**src/rtl/baw_pkg.sv**
```systemverilog
// Black-and-White game controller shared encodings.
// FSM state codes and round/game result codes.
package baw_pkg;

   typedef enum logic [2:0] {
      ST_IDLE       = 3'd0,
      ST_ROUND_SHOW = 3'd1,
      ST_LEAD_SEL   = 3'd2,
      ST_FOLLOW_SEL = 3'd3,
      ST_RESULT     = 3'd4,
      ST_GAME_OVER  = 3'd5
   } state_e;

   typedef enum logic [1:0] {
      RES_NONE = 2'b00,
      RES_P1   = 2'b01,
      RES_P2   = 2'b10,
      RES_TIE  = 2'b11
   } res_e;

   // Bit positions inside the sampled button vector.
   localparam int BTN_START   = 0;
   localparam int BTN_NEXT    = 1;
   localparam int BTN_CONFIRM = 2;
   localparam int BTN_ABORT   = 3;

endpackage

```
**src/rtl/baw_game_ctrl_if.sv**
```systemverilog
// Button/switch inputs and display/LED outputs of the game controller.
// master drives the buttons, slave is the controller.
interface baw_game_ctrl_if #(
   parameter int NUM_CARDS = 9,
   parameter int CNT_W     = $clog2(NUM_CARDS + 1)
);

   logic                 btn_start;
   logic                 btn_confirm;
   logic                 btn_next;
   logic                 btn_abort;
   logic [NUM_CARDS-1:0] sel;
   logic [2:0]           state;
   logic                 leader;
   logic [NUM_CARDS-1:0] p1_hand;
   logic [NUM_CARDS-1:0] p2_hand;
   logic [CNT_W-1:0]     p1_black;
   logic [CNT_W-1:0]     p1_white;
   logic [CNT_W-1:0]     p2_black;
   logic [CNT_W-1:0]     p2_white;
   logic                 lead_is_black;
   logic [CNT_W-1:0]     round;
   logic [CNT_W-1:0]     p1_score;
   logic [CNT_W-1:0]     p2_score;
   logic [1:0]           match_result;
   logic [1:0]           game_result;
   logic                 sel_err;

   modport master (
      output btn_start, btn_confirm, btn_next, btn_abort, sel,
      input  state, leader, p1_hand, p2_hand,
      input  p1_black, p1_white, p2_black, p2_white,
      input  lead_is_black, round, p1_score, p2_score,
      input  match_result, game_result, sel_err
   );

   modport slave (
      input  btn_start, btn_confirm, btn_next, btn_abort, sel,
      output state, leader, p1_hand, p2_hand,
      output p1_black, p1_white, p2_black, p2_white,
      output lead_is_black, round, p1_score, p2_score,
      output match_result, game_result, sel_err
   );

endinterface

```
**src/rtl/baw_hand.sv**
```systemverilog
// One player's hand: remaining-card mask, selection check,
// card encoder and black (odd) / white (even) popcounts.
module baw_hand #(
   parameter int NUM_CARDS = 9,
   parameter int CARD_W    = $clog2(NUM_CARDS),
   parameter int CNT_W     = $clog2(NUM_CARDS + 1)
) (
   input  logic                 clk,
   input  logic                 rst,
   input  logic                 i_clr,
   input  logic                 i_play,
   input  logic [NUM_CARDS-1:0] i_sel,
   output logic [NUM_CARDS-1:0] o_hand,
   output logic                 o_valid,
   output logic [CARD_W-1:0]    o_card,
   output logic [CNT_W-1:0]     o_black,
   output logic [CNT_W-1:0]     o_white
);

   logic [NUM_CARDS-1:0] r_hand;

   always_ff @(posedge clk or posedge rst) begin
      if (rst)
         r_hand <= '1;
      else if (i_clr)
         r_hand <= '1;
      else if (i_play)
         r_hand <= r_hand & ~i_sel;
   end

   assign o_hand  = r_hand;
   assign o_valid = $onehot(i_sel) && (|(i_sel & r_hand));

   always_comb begin
      o_card = '0;
      for (int i = 0; i < NUM_CARDS; i++)
         if (i_sel[i]) o_card = CARD_W'(i);
   end

   always_comb begin
      o_black = '0;
      o_white = '0;
      for (int i = 0; i < NUM_CARDS; i++) begin
         if (r_hand[i]) begin
            if (i % 2 == 1) o_black = o_black + CNT_W'(1);
            else            o_white = o_white + CNT_W'(1);
         end
      end
   end

endmodule

```
**src/rtl/baw_game_ctrl.sv**
```systemverilog
// Black-and-White game controller: button edge detection, round FSM,
// scoring and finish detection over two baw_hand instances.
module baw_game_ctrl
   import baw_pkg::*;
#(
   parameter int NUM_CARDS  = 9,
   parameter int CARD_W     = $clog2(NUM_CARDS),
   parameter int CNT_W      = $clog2(NUM_CARDS + 1),
   parameter int WIN_TARGET = NUM_CARDS / 2 + 1
) (
   input logic            clk,
   input logic            rst,
   baw_game_ctrl_if.slave bus
);

   logic [3:0]           r_btn, r_btn_q, w_edge;
   logic                 w_abort, w_confirm, w_next, w_start;
   state_e               r_state;
   res_e                 r_mr, r_gr;
   logic                 r_leader, r_lib, r_err;
   logic [CARD_W-1:0]    r_lead_card;
   logic [CNT_W-1:0]     r_round, r_s1, r_s2;
   logic [NUM_CARDS-1:0] w_h1, w_h2;
   logic                 w_v1, w_v2, w_valid, w_p2_act;
   logic [CARD_W-1:0]    w_c1, w_c2, w_card, w_p1c, w_p2c;
   logic [CNT_W-1:0]     w_b1, w_w1, w_b2, w_w2;
   logic                 w_try, w_play, w_play1, w_play2, w_clr;
   logic [CNT_W-1:0]     w_rnd_inc, w_s1_inc, w_s2_inc;
   logic [CNT_W-1:0]     w_diff, w_left;
   logic                 w_done;

   // Held-through-reset buttons must not fire, so both stages load 1.
   always_ff @(posedge clk or posedge rst) begin
      if (rst) begin
         r_btn   <= '1;
         r_btn_q <= '1;
      end else begin
         r_btn   <= {bus.btn_abort, bus.btn_confirm,
                     bus.btn_next, bus.btn_start};
         r_btn_q <= r_btn;
      end
   end

   assign w_edge    = r_btn & ~r_btn_q;
   assign w_abort   = w_edge[BTN_ABORT];
   assign w_confirm = w_edge[BTN_CONFIRM] & ~w_abort;
   assign w_next    = w_edge[BTN_NEXT] & ~w_abort & ~w_edge[BTN_CONFIRM];
   assign w_start   = w_edge[BTN_START] & ~w_abort
                    & ~w_edge[BTN_CONFIRM] & ~w_edge[BTN_NEXT];

   assign w_p2_act = (r_state == ST_LEAD_SEL) ? r_leader : ~r_leader;
   assign w_valid  = w_p2_act ? w_v2 : w_v1;
   assign w_card   = w_p2_act ? w_c2 : w_c1;
   assign w_try    = w_confirm & ((r_state == ST_LEAD_SEL) |
                                  (r_state == ST_FOLLOW_SEL));
   assign w_play   = w_try & w_valid;
   assign w_play1  = w_play & ~w_p2_act;
   assign w_play2  = w_play & w_p2_act;
   assign w_clr    = w_abort | (w_start & ((r_state == ST_IDLE) |
                                           (r_state == ST_GAME_OVER)));

   assign w_p1c = r_leader ? w_card : r_lead_card;
   assign w_p2c = r_leader ? r_lead_card : w_card;

   assign w_rnd_inc = (r_round == CNT_W'(NUM_CARDS)) ? r_round : r_round + CNT_W'(1);
   assign w_s1_inc  = (r_s1 == CNT_W'(NUM_CARDS)) ? r_s1 : r_s1 + CNT_W'(1);
   assign w_s2_inc  = (r_s2 == CNT_W'(NUM_CARDS)) ? r_s2 : r_s2 + CNT_W'(1);

   // Early decision: the trailing player cannot catch up any more.
   assign w_diff = (r_s1 > r_s2) ? r_s1 - r_s2 : r_s2 - r_s1;
   assign w_left = CNT_W'(NUM_CARDS) - r_round;
   assign w_done = (r_s1 == CNT_W'(WIN_TARGET)) | (r_s2 == CNT_W'(WIN_TARGET)) |
                   (r_round == CNT_W'(NUM_CARDS)) | (w_diff > w_left);

   always_ff @(posedge clk or posedge rst) begin
      if (rst) begin
         r_state     <= ST_IDLE;
         r_leader    <= 1'b0;
         r_lib       <= 1'b0;
         r_lead_card <= '0;
         r_round     <= '0;
         r_s1        <= '0;
         r_s2        <= '0;
         r_mr        <= RES_NONE;
         r_gr        <= RES_NONE;
         r_err       <= 1'b0;
      end else begin
         r_err <= w_try & ~w_valid;
         if (w_clr) begin
            r_leader <= 1'b0;
            r_round  <= '0;
            r_s1     <= '0;
            r_s2     <= '0;
            r_mr     <= RES_NONE;
            r_gr     <= RES_NONE;
         end
         if (w_abort) begin
            r_state <= ST_IDLE;
         end else begin
            unique case (r_state)
               ST_IDLE:
                  if (w_start) r_state <= ST_ROUND_SHOW;
               ST_ROUND_SHOW:
                  if (w_next) r_state <= ST_LEAD_SEL;
               ST_LEAD_SEL:
                  if (w_play) begin
                     r_state     <= ST_FOLLOW_SEL;
                     r_lead_card <= w_card;
                     r_lib       <= w_card[0];
                  end
               ST_FOLLOW_SEL:
                  if (w_play) begin
                     r_state <= ST_RESULT;
                     r_round <= w_rnd_inc;
                     if (w_p1c > w_p2c) begin
                        r_s1 <= w_s1_inc;
                        r_mr <= RES_P1;
                     end else if (w_p1c < w_p2c) begin
                        r_s2 <= w_s2_inc;
                        r_mr <= RES_P2;
                     end else begin
                        r_mr <= RES_TIE;
                     end
                  end
               ST_RESULT:
                  if (w_confirm) begin
                     r_mr <= RES_NONE;
                     if (r_mr == RES_P1) r_leader <= 1'b0;
                     if (r_mr == RES_P2) r_leader <= 1'b1;
                     if (w_done) begin
                        r_state <= ST_GAME_OVER;
                        r_gr    <= (r_s1 > r_s2) ? RES_P1 :
                                   (r_s1 < r_s2) ? RES_P2 : RES_TIE;
                     end else begin
                        r_state <= ST_ROUND_SHOW;
                     end
                  end
               ST_GAME_OVER:
                  if (w_start) r_state <= ST_IDLE;
               default:
                  r_state <= ST_IDLE;
            endcase
         end
      end
   end

   baw_hand #(.NUM_CARDS(NUM_CARDS), .CARD_W(CARD_W), .CNT_W(CNT_W)) u_p1 (
      .clk(clk), .rst(rst), .i_clr(w_clr), .i_play(w_play1), .i_sel(bus.sel),
      .o_hand(w_h1), .o_valid(w_v1), .o_card(w_c1),
      .o_black(w_b1), .o_white(w_w1)
   );

   baw_hand #(.NUM_CARDS(NUM_CARDS), .CARD_W(CARD_W), .CNT_W(CNT_W)) u_p2 (
      .clk(clk), .rst(rst), .i_clr(w_clr), .i_play(w_play2), .i_sel(bus.sel),
      .o_hand(w_h2), .o_valid(w_v2), .o_card(w_c2),
      .o_black(w_b2), .o_white(w_w2)
   );

   assign bus.state         = r_state;
   assign bus.leader        = r_leader;
   assign bus.p1_hand       = w_h1;
   assign bus.p2_hand       = w_h2;
   assign bus.p1_black      = w_b1;
   assign bus.p1_white      = w_w1;
   assign bus.p2_black      = w_b2;
   assign bus.p2_white      = w_w2;
   assign bus.lead_is_black = r_lib;
   assign bus.round         = r_round;
   assign bus.p1_score      = r_s1;
   assign bus.p2_score      = r_s2;
   assign bus.match_result  = r_mr;
   assign bus.game_result   = r_gr;
   assign bus.sel_err       = r_err;

endmodule

```
**src/flat_wrapper.sv**
```systemverilog
// flat-port wrapper written by rule: the top's interface ports become plain ports
module baw_game_ctrl_flat import baw_pkg::*;
#(
   parameter int NUM_CARDS  = 9,
   parameter int CARD_W     = $clog2(NUM_CARDS),
   parameter int CNT_W      = $clog2(NUM_CARDS + 1),
   parameter int WIN_TARGET = NUM_CARDS / 2 + 1
)
  (clk, rst, bus_btn_start, bus_btn_confirm, bus_btn_next, bus_btn_abort, bus_sel, bus_state, bus_leader, bus_p1_hand, bus_p2_hand, bus_p1_black, bus_p1_white, bus_p2_black, bus_p2_white, bus_lead_is_black, bus_round, bus_p1_score, bus_p2_score, bus_match_result, bus_game_result, bus_sel_err);
  baw_game_ctrl_if #(.NUM_CARDS(NUM_CARDS), .CNT_W(CNT_W)) bus_i ();
  input logic clk;
  input logic rst;
  input wire logic [$bits(bus_i.btn_start)-1:0] bus_btn_start;
  input wire logic [$bits(bus_i.btn_confirm)-1:0] bus_btn_confirm;
  input wire logic [$bits(bus_i.btn_next)-1:0] bus_btn_next;
  input wire logic [$bits(bus_i.btn_abort)-1:0] bus_btn_abort;
  input wire logic [$bits(bus_i.sel)-1:0] bus_sel;
  output wire logic [$bits(bus_i.state)-1:0] bus_state;
  output wire logic [$bits(bus_i.leader)-1:0] bus_leader;
  output wire logic [$bits(bus_i.p1_hand)-1:0] bus_p1_hand;
  output wire logic [$bits(bus_i.p2_hand)-1:0] bus_p2_hand;
  output wire logic [$bits(bus_i.p1_black)-1:0] bus_p1_black;
  output wire logic [$bits(bus_i.p1_white)-1:0] bus_p1_white;
  output wire logic [$bits(bus_i.p2_black)-1:0] bus_p2_black;
  output wire logic [$bits(bus_i.p2_white)-1:0] bus_p2_white;
  output wire logic [$bits(bus_i.lead_is_black)-1:0] bus_lead_is_black;
  output wire logic [$bits(bus_i.round)-1:0] bus_round;
  output wire logic [$bits(bus_i.p1_score)-1:0] bus_p1_score;
  output wire logic [$bits(bus_i.p2_score)-1:0] bus_p2_score;
  output wire logic [$bits(bus_i.match_result)-1:0] bus_match_result;
  output wire logic [$bits(bus_i.game_result)-1:0] bus_game_result;
  output wire logic [$bits(bus_i.sel_err)-1:0] bus_sel_err;
  assign bus_i.btn_start = bus_btn_start;
  assign bus_i.btn_confirm = bus_btn_confirm;
  assign bus_i.btn_next = bus_btn_next;
  assign bus_i.btn_abort = bus_btn_abort;
  assign bus_i.sel = bus_sel;
  assign bus_state = bus_i.state;
  assign bus_leader = bus_i.leader;
  assign bus_p1_hand = bus_i.p1_hand;
  assign bus_p2_hand = bus_i.p2_hand;
  assign bus_p1_black = bus_i.p1_black;
  assign bus_p1_white = bus_i.p1_white;
  assign bus_p2_black = bus_i.p2_black;
  assign bus_p2_white = bus_i.p2_white;
  assign bus_lead_is_black = bus_i.lead_is_black;
  assign bus_round = bus_i.round;
  assign bus_p1_score = bus_i.p1_score;
  assign bus_p2_score = bus_i.p2_score;
  assign bus_match_result = bus_i.match_result;
  assign bus_game_result = bus_i.game_result;
  assign bus_sel_err = bus_i.sel_err;
  baw_game_ctrl #(.NUM_CARDS(NUM_CARDS), .CARD_W(CARD_W), .CNT_W(CNT_W), .WIN_TARGET(WIN_TARGET)) u_core (.clk(clk), .rst(rst), .bus(bus_i));
endmodule
```
**config.mk**
```make
export PLATFORM = sky130hd
export DESIGN_NAME = baw_game_ctrl_flat
export DESIGN_NICKNAME = d
export VERILOG_FILES = /design/src/rtl/baw_pkg.sv /design/src/rtl/baw_game_ctrl_if.sv /design/src/rtl/baw_hand.sv /design/src/rtl/baw_game_ctrl.sv /design/src/flat_wrapper.sv
export SDC_FILE = /design/constraint.sdc
export NUM_CORES = 1
export LEC_CHECK = 0
export BUFFER_PORTS_ARGS = -buffer_cell sky130_fd_sc_hd__buf_4
export CORE_ASPECT_RATIO = 1.4
export CORE_UTILIZATION = 35
export CTS_CLUSTER_DIAMETER = 150
export DETAILED_ROUTE_END_ITERATION = 10
export REMOVE_ABC_BUFFERS = 1
export SYNTH_ARGS = -nofsm -noshare
export SYNTH_HDL_FRONTEND = slang
export SYNTH_SLANG_ARGS = --single-unit
```
**constraint.sdc**
```tcl
create_clock -name clk -period 6 [get_ports clk]
set_input_delay 0.3 -clock clk [delete_from_list [all_inputs] [get_ports clk]]
set_output_delay 0.3 -clock clk [all_outputs]
set_load 0.05 [all_outputs]
```
==> flow_metrics.env, run 1 <==
export IMPL_clock_latency_ns=0.30
export IMPL_r2r_setup_slack_ns=2.56
export IMPL_vias=3375
export IMPL_critical_path_peak_fanout=11
export IMPL_status="finished clean"
export IMPL_final_cell_mix="buf_4 (72), nand2_1 (38), ha_1 (38)"
export IMPL_hold_buffers=0
export IMPL_grt_util_all_layers=0.174
export IMPL_cts_sink_count=51
export IMPL_worst_ir_drop_vdd_v=0.000118
export IMPL_row_count=45
export IMPL_synth_area_top_cells="dfstp_2 (17%), dfrtp_1 (16%), ha_1 (12%)"
export IMPL_finalHoldViolations=0
export IMPL_maxCapViolCount=0
export IMPL_yosys_area_top_type_share=0.174
export IMPL_gr_total_overflow=0
export IMPL_fmax_mhz=227
export IMPL_initialDrtViolationCount=127
export IMPL_final_nets=538
export IMPL_whs_ns=0.104
export IMPL_avgSynthCellArea_um2=9.41
export IMPL_grt_pass1_wl_um=16200
export IMPL_remaining_drc_errors=0
export IMPL_critical_path_class="in -> reg"
export IMPL_min_path_cells=1
export IMPL_yosys_warnings=0
export IMPL_finalSetupTns_ns=0
export IMPL_drtAntennaViolNets=0
export IMPL_synth_edf_count=0
export IMPL_rr_worst_depth=15
export IMPL_avgViaCountPerCell=5.44
export IMPL_synth_seq_cells=51
export IMPL_ys_types=62
export IMPL_post_route_cell_area_mm2=0.00471
export IMPL_yosysSeqAreaShare=0.334
export IMPL_min_from="bus_btn_abort"
export IMPL_yosys_area_top_type="dfstp_2"
export IMPL_grt_max_degree=52
export IMPL_worst_clock_skew_ns=0.00969
export IMPL_post_cts_buffers=0
export IMPL_cts_buffers=5
export IMPL_holdPathEnd="u_core.r_btn[3]"
export IMPL_seq_power_share=0.340
export IMPL_dr_pass1_iters=5
export IMPL_final_layout_size_suffix_gt1_frac=0.267
export IMPL_stdcell_count=620
export IMPL_routabilityCongestion=0.905
export IMPL_place_ws_ns=1.28
export IMPL_synthCells=416
export IMPL_synthArstFlopShare=1.00
export IMPL_crit_path_end_kind="register"
export IMPL_cts_root_buffer="clkbuf_16"
export IMPL_routed_wirelength_um=9830
export IMPL_cts_tree="done"
export IMPL_p_per_area_mw_per_mm2=262
export IMPL_reg2reg_from="u_core.bus.p1_score[0]"
export IMPL_post_dp_hpwl_um=7660
export IMPL_final_common_cell="buf_4"
export IMPL_finalSetupViolCount=0
export IMPL_min_period_over_period=0.734
export IMPL_maxSlewHeadroom=0.370
export IMPL_ios=71
export IMPL_p_sw_w=0.000481
export IMPL_start_util=0.360
export IMPL_clk_path_buf_depth=2
export IMPL_place_inst=612
export IMPL_start_kind="input pin"
export IMPL_grt_pass1_vias=3363
export IMPL_htreeDepth=2
export IMPL_swShare=0.390
export IMPL_min_path_type="in -> reg"
export IMPL_area_growth_pct=20.3
export IMPL_p_clk_frac=0.264
export IMPL_required_ns=6.19
export IMPL_antenna_found_initial=0
export IMPL_die_w_um=91.4
export IMPL_ctsResizeCount=0
export IMPL_num_antenna_cells=0
export IMPL_rr_endpoint="u_core.bus.game_result[0]"
export IMPL_rsz0062_at_grt="false"
export IMPL_core_area_mm2=0.0109
export IMPL_fillers=1064
export IMPL_wl_per_cell_um=15.9
export IMPL_setup_slack_ns=1.60
export IMPL_synth_area_mm2=0.00392
export IMPL_drv_slew=0
export IMPL_cp_arrival_ns=4.59
export IMPL_fin_crit_ns=4.40
export IMPL_synth_main_ff_cell="dfstp_2"
export IMPL_place_area_mm2=0.00454
export IMPL_intPower_w=0.000751
export IMPL_die_area_mm2=0.0116
export IMPL_tightest_slew_ns=0.945
export IMPL_p_leak_nw=2.22
export IMPL_clkTransAtPathRegs_ns=0.07
export IMPL_numPortBuffers=68
export IMPL_fp_dieH_um=127
export IMPL_combPwrFrac=0.396
worst max-delay path, stage by stage:
cell	delay, ns
buf_4	0.12
inv_1	0.14
fa_1	0.47
fa_1	0.52
fa_1	0.42
inv_1	0.08
fa_1	0.18
inv_1	0.05
fa_1	0.49
and4b_1	0.20
a21oi_1	0.07
or4_1	0.46
a21oi_1	0.68
nand2_1	0.14
a31o_2	0.27
cells in the mapped netlist (5+ instances only):
library cell and instances:
ha_1 38, nand2_1 38, inv_1 37, dfstp_2 26, dfrtp_1 25, nor2_1 25, a21oi_1 22, o21ai_0 16
xor2_1 16, mux2i_1 12, o31ai_1 12, nor3_1 11, nand3_1 10, mux2_2 9, a21o_1 8, clkbuf_1 7
fa_1 7, nand2b_1 6, o211ai_1 6, xnor2_1 6, buf_2 5
logic make-up after synthesis:
logic type | count (synthesis) | synth area share
simple gates | 120 | 0.156
compound gates | 97 | 0.170
buf+inv | 55 | 0.0601
flops | 51 | 0.334
fa+ha+maj | 45 | 0.157
mux | 25 | 0.0719
xor+xnor | 22 | 0.0492
other cells | 1 | 0.000958
state kept, by name (all words and copies together), names as in the netlist:
| signal | flops |
|---|---|
| u_core.bus.round | 4 |
| u_core.bus.p2_score | 4 |
| u_core.bus.game_result | 2 |
| u_core.r_lead_card | 4 |
| u_core.bus.match_result | 2 |
| u_core.bus.p1_score | 4 |
| u_core.r_btn | 4 |
| u_core.bus.sel_err | 1 |
| u_core.u_p2.o_hand | 9 |
| u_core.u_p1.o_hand | 9 |
| u_core.bus.leader | 1 |
| u_core.bus.state | 3 |
| u_core.r_btn_q | 4 |
through the flow:
step	util	power (W)
finish	0.433	0.00123
global route	0.433	0.00131
CTS	0.433	0.00124
detailed placement	0.418	0.000909
global placement	0.418	0.000903
floorplan	-	0.000767
power groups by stage:
stage	clock (W)	combinational (W)	sequential, W
floorplan	0	0.000306	0.000460
global placement	0	0.000479	0.000424
detailed placement	0	0.000486	0.000423
CTS	0.000336	0.000487	0.000418
global route	0.000348	0.000536	0.000425
finish	0.000325	0.000488	0.000419
final cells by class:
| class | count | area [um^2] | share of cell area |
|---|---|---|---|
| clock buffers | 5 | 125 | 0.0266 |
| clock inverters | 3 | 43.8 | 0.00930 |
| inverters | 37 | 139 | 0.0295 |
| multi-input cells | 311 | 2370 | 0.504 |
| flip-flops and latches | 51 | 1310 | 0.278 |
| well taps | 141 | 176 | 0.0375 |
| repair buffers | 72 | 541 | 0.115 |
worst max path at each step:
stage / startpoint / to / slack, ns
6_report: bus_sel[1] / u_core.bus.round[2] / 1.60
5_1_grt: bus_sel[1] / u_core.bus.round[2] / 1.33
4_1_cts: bus_sel[1] / u_core.bus.round[2] / 1.59
3_5_place_dp: bus_sel[1] / u_core.bus.round[2] / 1.28
3_3_place_gp: bus_sel[1] / u_core.bus.round[2] / 1.43
2_1_floorplan: bus_sel[0] / u_core.r_lead_card[0] / 1.85
per-layer routing:
layer	wire (um)	share of wire	vias up	GRT usage
li1	-	-	1590	-
met5	0	0	-	0
met4	225	0.023	0	0.0700
met2	5130	0.52	117	0.323
met1	3990	0.41	1652	0.195
met3	488	0.050	16	0.0286
(Power assumes the default switching activity.)
==> inputs of run 2 (changes only) <==
clock period = 3.7 ns   (was 6 ns; I/O delays follow)
==> run 2 against run 1 <==
Effect of this change: clock-buffer cell count grew 1; largest cell class unchanged; first-iteration DRC count rose by 3.1%; wire length rose by 4.9%; sequential share of layout area fell by 1.5 points; sequential power increased by 62%; the flow now finishes with violations (setup timing); highest routed layer unchanged; core utilization increased by 2.4 points; worst setup slack worse by 1.6 ns.
==> flow_metrics.env, run 2 (same netlist as run 1, synthesis figures left out) <==
export IMPL_max_stage_delay_ns=0.55
export IMPL_stdcell_count=643
export IMPL_row_count=45
export IMPL_cts_tree="done"
export IMPL_cp_arrival_ns=3.93
export IMPL_cts_buffers=5
export IMPL_violations="setup timing"
export IMPL_final_layout_size_suffix_gt1_frac=0.323
export IMPL_place_inst=627
export IMPL_remaining_drc_errors=0
export IMPL_wl_met1_um=4270
export IMPL_start_util=0.360
export IMPL_finalHoldViolations=0
export IMPL_worst_clock_skew_ns=0.00582
export IMPL_cpLargestDelayFamily="adder cells"
export IMPL_drv_slew=0
export IMPL_worst_ir_drop_vdd_v=0.000235
export IMPL_min_period_over_period=1.01
export IMPL_setup_slack_ns=-0.0491
export IMPL_clkTransAtPathRegs_ns=0.07
export IMPL_post_dp_hpwl_um=7870
export IMPL_grt_max_degree=38
export IMPL_ios=71
export IMPL_p_per_area_mw_per_mm2=416
export IMPL_r2r_setup_slack_ns=0.24
export IMPL_dr_max_layer_used="met4"
export IMPL_die_w_um=91.4
export IMPL_finalPower_w=0.00207
export IMPL_finalSetupTns_ns=-0.188
export IMPL_fmax_mhz=267
export IMPL_rsz0062_at_grt="true"
export IMPL_core_area_mm2=0.0109
export IMPL_initialDrtViolationCount=131
export IMPL_crit_buf_inv=4
export IMPL_min_path_type="in -> async"
export IMPL_crit_path_top_delay_cell="fa_1"
export IMPL_gr_total_overflow=0
export IMPL_crit_top_cell="fa_1"
export IMPL_route_met2_wl_um=5410
export IMPL_htreeDepth=2
export IMPL_clock_latency_ns=0.30
export IMPL_finalSetupViolCount=4
export IMPL_wl_met3_um=441
export IMPL_required_ns=3.88
export IMPL_drtAntennaViolNets=0
export IMPL_grt_pass1_wl_um=16800
export IMPL_start_kind="input pin"
export IMPL_place_ws_ns=-0.439
export IMPL_vias=3453
export IMPL_maxSlewHeadroom=0.291
export IMPL_path_cells="buf_8 -> inv_4 -> fa_1 -> fa_1 -> fa_1 -> inv_2 -> fa_2 -> inv_2 -> fa_1 -> and4b_1 -> a21oi_2 -> or2_1 -> or4_4 -> mux2_4"
export IMPL_final_nets=561
export IMPL_maxCapViolCount=0
export IMPL_final_cell_mix="buf_4 (84), ha_1 (38), nand2_1 (37)"
export IMPL_routabilityCongestion=0.812
export IMPL_fp_dieH_um=127
export IMPL_grt_pass1_vias=3446
export IMPL_cts_root_buffer="clkbuf_16"
export IMPL_wl_per_cell_um=16.0
export IMPL_area_growth_pct=27.0
export IMPL_final_common_cell="buf_4"
export IMPL_die_area_mm2=0.0116
export IMPL_clk_path_buf_depth=2
export IMPL_avgViaCountPerCell=5.37
export IMPL_numPortBuffers=68
export IMPL_p_leak_nw=2.33
export IMPL_crit_path_end_kind="register"
export IMPL_cts_sink_count=51
export IMPL_num_antenna_cells=0
export IMPL_fin_crit_ns=3.75
export IMPL_status="finished with violations"
export IMPL_critical_path_peak_fanout=4
export IMPL_antenna_found_initial=0
export IMPL_tightest_slew_ns=1.06
export IMPL_grt_util_all_layers=0.182
export IMPL_dr_pass1_iters=4
export IMPL_routed_wirelength_um=10300
export IMPL_critical_path_class="in -> reg"
## run 2: final cells by class
type	instances	area, um^2
Clock buffer	6	129
Clock inverter	2	36.3
Fill cell	1069	5890
Inverter	37	144
Multi-Input combinational cell	312	2440
Sequential cell	51	1310
Tap cell	141	176
Timing Repair Buffer	94	742
## run 2: worst register-to-register path: cells and delay by family, from the launching register on
kind            cells  cell delay (ns)
compound gates      6             1.12
mux                 2             0.44
flops               1             0.50
simple gates        1             0.15
xor+xnor            1             0.23
fa+ha+maj           2             0.75
buf+inv             1             0.18
## run 2: path summary, 6_finish.rpt
check,from,to,cells past startpoint
hold / removal,rst,u_core.bus.p1_score[3],2
setup / recovery,bus_sel[0],u_core.r_lead_card[2],14
setup reg to reg,u_core.bus.p2_score[1],u_core.bus.game_result[0],13
max in group asynchronous,rst,u_core.u_p1.o_hand[5],3
min in group clk,bus_sel[4],u_core.u_p2.o_hand[4],3
hold reg to reg,u_core.r_btn[0],u_core.r_btn_q[0],0
## run 2: power breakdown
part,leakage [nW],switching [W],internal [W]
Combinational,1.63,0.000546,0.000314
Sequential,0.618,0.0000799,0.000598
Clock,0.0814,0.000211,0.000320
## run 2: per-layer routing
layer  GRT usage  vias up
li1            -     1647
met1       0.209     1687
met2       0.335      105
met3      0.0274       14
met4      0.0700        0
met5           0        -
## run 2: timing repair
item	in CTS	in global routing
buffers inserted	3	0
resized for setup	15	16
gates cloned	1	1
endpoints found under the setup margin	22	30
hold buffers	4	0
pin swaps	2	5
endpoints found under the hold margin	4	0
## run 2: through the flow
stage	hold WS, ns	instance area (um^2)	utilization
after floorplan	0.189	3820	-
after global placement	0.295	4650	0.428
after detailed placement	0.294	4650	0.428
after CTS	0.0865	4920	0.452
after global routing	0.127	4970	0.458
final	0.0551	4970	0.458
